### config.mk
export PLATFORM = sky130hd
export DESIGN_NAME = aes_round_sequencer
export DESIGN_NICKNAME = d
export VERILOG_FILES = /design/src/rtl/aes_round_sequencer.sv
export SDC_FILE = /design/constraint.sdc
export NUM_CORES = 1
export LEC_CHECK = 0
export BUFFER_PORTS_ARGS = -buffer_cell sky130_fd_sc_hd__buf_2
export CAP_MARGIN = 20
export CELL_PAD_IN_SITES_DETAIL_PLACEMENT = 0
export CELL_PAD_IN_SITES_GLOBAL_PLACEMENT = 2
export CORE_AREA = 8 8 346 348
export CTS_BUF_LIST = sky130_fd_sc_hd__clkbuf_8
export CTS_CLUSTER_SIZE = 8
export DETAILED_ROUTE_END_ITERATION = 16
export DIE_AREA = 0 0 354 356
export GPL_TIMING_DRIVEN = 0
export PLACE_DENSITY = 0.49
export SYNTH_ARGS = -nofsm -noshare
export SYNTH_HDL_FRONTEND = slang
export SYNTH_SLANG_ARGS = --single-unit
### constraint.sdc
create_clock -name Clk -period 3.1 [get_ports Clk]
set_clock_uncertainty 0.2 [all_clocks]
set_input_delay 0.775 -clock Clk [delete_from_list [all_inputs] [get_ports Clk]]
set_output_delay 0.775 -clock Clk [all_outputs]
set_load 0.03 [all_outputs]
### src/rtl/aes_round_sequencer.sv
`default_nettype none
// +-----------------------------------------------------------------------------+
// | Module   : aes_round_sequencer                                              |
// | Purpose  : Steps AddRoundKey/(Inv)SubBytes/(Inv)ShiftRows/(Inv)MixColumns   |
// |            units through a full AES encrypt or decrypt, NR = 10/12/14.      |
// | Revision : 1.0                                                              |
// +-----------------------------------------------------------------------------+
module aes_round_sequencer #(
  parameter int NR      = 10,
  parameter int TIMEOUT = 255
) (
  input  logic         Clk,
  input  logic         Rst,
  input  logic         Start,
  input  logic         Mode,
  input  logic         Abort,
  input  logic [127:0] InText,
  output logic         Busy,
  output logic         Done,
  output logic         Err,
  output logic [127:0] OutText,
  output logic [3:0]   SelKey,
  output logic [3:0]   StepEn,
  output logic         StepInv,
  output logic [127:0] Text,
  input  logic [3:0]   StepRy,
  input  logic [127:0] AddText,
  input  logic [127:0] SubText,
  input  logic [127:0] ShiftText,
  input  logic [127:0] MixText
);

  localparam int NSTEPS = 4 * NR;
  localparam int CW     = $clog2(NSTEPS + 1);
  localparam int TW     = 8;

  localparam logic [3:0]    EN_ADD     = 4'b0001;
  localparam logic [3:0]    EN_SUB     = 4'b0010;
  localparam logic [3:0]    EN_SHIFT   = 4'b0100;
  localparam logic [3:0]    EN_MIX     = 4'b1000;
  localparam logic [CW-1:0] LAST_STEP  = CW'(NSTEPS - 1);
  localparam logic [3:0]    KEY_LAST   = 4'(NR);
  localparam logic [TW-1:0] TO_LAST    = TW'(TIMEOUT - 1);

  typedef enum logic [1:0] {
    S_IDLE  = 2'd0,
    S_STEP  = 2'd1,
    S_GAP   = 2'd2,
    S_FIN   = 2'd3
  } state_t;

  state_t        state_q, state_d;
  logic          busy_q, busy_d;
  logic          done_q, done_d;
  logic          err_q, err_d;
  logic          mode_q, mode_d;
  logic [3:0]    step_en_q, step_en_d;
  logic [3:0]    sel_key_q, sel_key_d;
  logic [127:0]  text_q, text_d;
  logic [127:0]  out_text_q, out_text_d;
  logic [CW-1:0] cnt_q, cnt_d;
  logic [TW-1:0] to_q, to_d;

  logic          hit;
  logic [127:0]  cap_text;

  // Step index -> one-hot enable. After the leading Add, both directions
  // repeat a 4-step pattern; encrypt swaps its last Mix for the final Add.
  function automatic logic [3:0] step_of(input logic [CW-1:0] idx, input logic inv);
    logic [1:0] ph;
    ph = idx[1:0] - 2'd1;
    step_of = EN_ADD;
    if (idx == '0 || (!inv && idx == LAST_STEP)) begin
      step_of = EN_ADD;
    end else if (!inv) begin
      case (ph)
        2'd0:    step_of = EN_SUB;
        2'd1:    step_of = EN_SHIFT;
        2'd2:    step_of = EN_MIX;
        default: step_of = EN_ADD;
      endcase
    end else begin
      case (ph)
        2'd0:    step_of = EN_SHIFT;
        2'd1:    step_of = EN_SUB;
        2'd2:    step_of = EN_ADD;
        default: step_of = EN_MIX;
      endcase
    end
  endfunction

  assign hit = |(StepRy & step_en_q);

  always_comb begin
    cap_text = AddText;
    case (step_en_q)
      EN_SUB:   cap_text = SubText;
      EN_SHIFT: cap_text = ShiftText;
      EN_MIX:   cap_text = MixText;
      default:  cap_text = AddText;
    endcase
  end

  always_comb begin
    state_d    = state_q;
    busy_d     = busy_q;
    done_d     = 1'b0;
    err_d      = 1'b0;
    mode_d     = mode_q;
    step_en_d  = step_en_q;
    sel_key_d  = sel_key_q;
    text_d     = text_q;
    out_text_d = out_text_q;
    cnt_d      = cnt_q;
    to_d       = to_q;

    if (state_q != S_IDLE && Abort) begin
      state_d   = S_IDLE;
      busy_d    = 1'b0;
      step_en_d = 4'b0000;
    end else begin
      case (state_q)
        S_IDLE: begin
          if (Start) begin
            state_d   = S_STEP;
            busy_d    = 1'b1;
            mode_d    = Mode;
            text_d    = InText;
            cnt_d     = '0;
            to_d      = '0;
            step_en_d = EN_ADD;
            sel_key_d = Mode ? KEY_LAST : 4'd0;
          end
        end
        S_STEP: begin
          if (hit) begin
            text_d    = cap_text;
            cnt_d     = cnt_q + CW'(1);
            step_en_d = 4'b0000;
            if (cnt_q == LAST_STEP) begin
              state_d    = S_FIN;
              out_text_d = cap_text;
              done_d     = 1'b1;
              busy_d     = 1'b0;
            end else begin
              state_d = S_GAP;
              // Advance the key only after an Add, so it never moves under an active Add
              if (step_en_q == EN_ADD) begin
                sel_key_d = mode_q ? (sel_key_q - 4'd1) : (sel_key_q + 4'd1);
              end
            end
          end else if (to_q == TO_LAST) begin
            state_d   = S_IDLE;
            err_d     = 1'b1;
            busy_d    = 1'b0;
            step_en_d = 4'b0000;
          end else begin
            to_d = to_q + TW'(1);
          end
        end
        S_GAP: begin
          state_d   = S_STEP;
          step_en_d = step_of(cnt_q, mode_q);
          to_d      = '0;
        end
        S_FIN: begin
          state_d = S_IDLE;
        end
        default: begin
          state_d = S_IDLE;
        end
      endcase
    end
  end

  always_ff @(posedge Clk) begin
    if (Rst) begin
      state_q    <= S_IDLE;
      busy_q     <= 1'b0;
      done_q     <= 1'b0;
      err_q      <= 1'b0;
      mode_q     <= 1'b0;
      step_en_q  <= 4'b0000;
      sel_key_q  <= 4'd0;
      text_q     <= '0;
      out_text_q <= '0;
      cnt_q      <= '0;
      to_q       <= '0;
    end else begin
      state_q    <= state_d;
      busy_q     <= busy_d;
      done_q     <= done_d;
      err_q      <= err_d;
      mode_q     <= mode_d;
      step_en_q  <= step_en_d;
      sel_key_q  <= sel_key_d;
      text_q     <= text_d;
      out_text_q <= out_text_d;
      cnt_q      <= cnt_d;
      to_q       <= to_d;
    end
  end

  assign Busy    = busy_q;
  assign Done    = done_q;
  assign Err     = err_q;
  assign OutText = out_text_q;
  assign SelKey  = sel_key_q;
  assign StepEn  = step_en_q;
  assign StepInv = mode_q;
  assign Text    = text_q;

endmodule
`default_nettype wire
==> flow_summary.toml <==
[sta]
tightest_slew_ps = 1080
slew-limit-headroom_pct = 28.3
rsz0062_at_grt = "false"
report.final.slew_viol_count = 0
finalCritPeriodShare_pct = 97.8
setup_violations = 0
hold_violations = 0
fmax_mhz = 330
hold-worst-slack_ps = 148
fin_crit_ps = 3030

[critical_path]
crit_family = "buffers and inverters"
worst-path-buf-inv = 4
required_ps = 3490
crit_chain = "buf_6, nor2b_1, buf_4, clkbuf_1, a22o_1, a222oi_1, buf_4, nand2b_1, a21oi_1"
cp.arrival_ps = 3420
crit_fanout = 10
worst_path_max_delay_cell = "a22o_1"
end_kind = "flop"
crit_path_frequent_cell = "buf_4"
critPathMaxStageDelay_ps = 510
crit_path_start_kind = "flop"
worstSetupPathType = "reg -> reg"

[finish]
area_growth_syn_to_layout_pct = 61.3
instances_no_fill = 4072
mostFrequentLayoutCells = "971 x buf_2, 284 x dfxtp_1, 158 x nor2_1, 131 x a22oi_1, 128 x a222oi_1"
fin_nets = 3154
final_common_cell = "buf_2"
fin_area_um2 = 21900
drive_gt1_share_pct = 45.6

[run_status]
status = "finished, final reports clean"

[placed_design]
hpwl_um = 108000
placed_cell_area_um2 = 20200
dp.cells = 3900
gp_congestion = 0.981
io_buffers = 915

[power]
p_int_mw = 7.44
cellLeakagePower_nw = 9.48
comb_power_share_pct = 28.8
seqPwrFrac_pct = 34.7
pwr-share-clk_pct = 36.5
ir_drop_v = 0.000292
p_sw_mw = 4.37
power_mw = 11.8
pwr_density_cell_nw_per_um2 = 539
p_sw_share_pct = 37.0

[synthesis]
netlist-cell-type-count = 55
ys_warn_count = 0
synthFlopType = "dfxtp_1"
syn_area_um2 = 13600
synthArstFlopShare_pct = 0
syn-num-nets = 2126
synth_edf_count = 0
synthCells = 1462
synth_seq_cells = 284
avgSynthCellArea_um2 = 9.29
ys_seq_area_share_pct = 41.8

[run]
cap_violations = 0

[drt]
post-route-drc-count = 0
routed_wl_um = 128000
drt_first_pass_iters = 10
vias_per_cell = 4.43
dr_total_vias = 18048
first_iter_violations = 1859
routedWlPerCell_um = 31.4
ant_nets = 0

[floorplan]
coreArea_um2 = 114000
io_pins = 917
rows = 124
dieHeight_um = 356
dieArea_um2 = 126000
start_util_pct = 11.9
chipWidth_um = 354

[clock_network]
cts_root_buffer = "clkbuf_8"
clock_sinks = 284
h-tree-depth = 2
clock_path_buffers = 3
cts_buffers = 59
clk_pin_slew_ps = 60
clk_latency_ps = 690
ctsHoldBuffers = 0
cts_tree = "done"

[grt]
grt_pass1_wl_um = 166000
first_global_vias = 18293
grt.overflow.total = 0
grt_usage_pct = 18.8
grt_max_degree = 16
antenna_found_initial = 74

[hold_path]
hold_class = "in -> reg"
## state kept, by name, summed over array words and instances, names as in the netlist
| register | flops |
|---|---|
| Text | 128 |
| state_q | 2 |
| Err | 1 |
| Done | 1 |
| OutText | 128 |
| StepEn | 4 |
| SelKey | 4 |
| to_q | 8 |
| Busy | 1 |
| StepInv | 1 |
| cnt_q | 6 |
## area by class of cell
cell class,count,area (um^2)
multi-input combinational,977,7010
fill,13066,92000
clock inverter,27,170
buffer,179,877
inverter,21,78.8
antenna,25,62.6
tap,1512,1890
timing repair buffer,968,5050
sequential,284,5690
clock buffer,79,1090
## final timing paths
check,from,to,slack (ps),depth (start not counted)
worst max-delay path,StepEn[2]$_SDFFE_PP0P_,Text[63]$_SDFFE_PP0P_,70,9
worst min register to register,to_q[5]$_SDFFE_PP0P_,to_q[5]$_SDFFE_PP0P_,280,2
worst max register to register,StepEn[2]$_SDFFE_PP0P_,Text[63]$_SDFFE_PP0P_,70,9
worst min-delay path,Mode,StepInv$_SDFFE_PP0P_,150,3
## metal layers
layer	share of wire, %	vias to the layer above	wire length, um	GRT usage (%)
met5	0.17	-	213	0.769
met4	1.9	32	2490	3.30
met3	8.3	194	10600	5.79
met2	51	980	64800	34.5
met1	39	8817	49700	21.6
li1	-	8025	-	-
## cell usage after synthesis, types with 6 or more instances
cell / instances / share of area [%]
a22o_1: 118 / 7.6
buf_6: 9 / 0.75
ha_1: 14 / 1.3
nor2_1: 161 / 4.4
inv_1: 21 / 0.58
nand2_1: 21 / 0.58
dfxtp_1: 284 / 42
o21ai_0: 7 / 0.26
buf_1: 8 / 0.22
o22ai_1: 86 / 4.0
a211oi_1: 121 / 6.7
nand2b_1: 33 / 1.5
mux2i_1: 12 / 0.88
a222oi_1: 128 / 9.4
a21oi_1: 46 / 1.7
buf_4: 6 / 0.33
nand3_1: 12 / 0.44
a22oi_1: 131 / 7.2
or3_1: 9 / 0.41
nor4_1: 6 / 0.28
buf_2: 57 / 2.1
clkbuf_1: 100 / 2.8
o221ai_1: 11 / 0.71
## what timing repair did
action / 4_1_cts / 5_1_grt
buffers inserted: 37 / 5
cloned: 0 / 0
gates resized for setup: 14 / 13
endpoints found under the hold margin: 0 / 0
setup endpoints to repair: 254 / 41
pin swaps: 33 / 5
## kinds of logic (layout without fill, tap and decap cells)
kind of cell,count (synthesis),in the layout,share of synthesized area (%)
AOI/OAI and AO/OA,673,673,39.4
DFF,284,284,41.8
other,0,25,0
adders and majority gates,15,15,1.44
xor gates and xnor gates,7,7,0.451
and+or+nand+nor,270,270,9.25
muxes,12,12,0.884
buffers and inverters,201,1274,6.74
## worst reg2reg max path: stages (launching register included)
cell	delay, ps
dfxtp_1	380
buf_6	180
nor2b_1	150
buf_4	320
clkbuf_1	500
a22o_1	520
a222oi_1	170
buf_4	220
nand2b_1	160
a21oi_1	140
## metrics by stage
stage / setup TNS, ps / setup slack, ps / util, %
2_1_floorplan: 0 / 810 / -
3_3_place_gp: -220260 / -1280 / 17.6
3_5_place_dp: -71400 / -692 / 17.7
4_1_cts: 0 / 1.78 / 19.1
5_1_grt: 0 / 2.44 / 19.2
6_report: 0 / 67.8 / 19.2
## power groups by stage
stage | Sequential (mW) | Clock, mW | Combinational [mW]
after detailed placement | 4.16 | 0 | 3.39
after global placement | 4.16 | 0 | 3.33
after CTS | 4.09 | 4.53 | 3.46
after global routing | 4.12 | 4.67 | 3.60
after floorplan | 4.61 | 0 | 1.16
final | 4.09 | 4.31 | 3.40
Power figures use the tool's default switching activity.
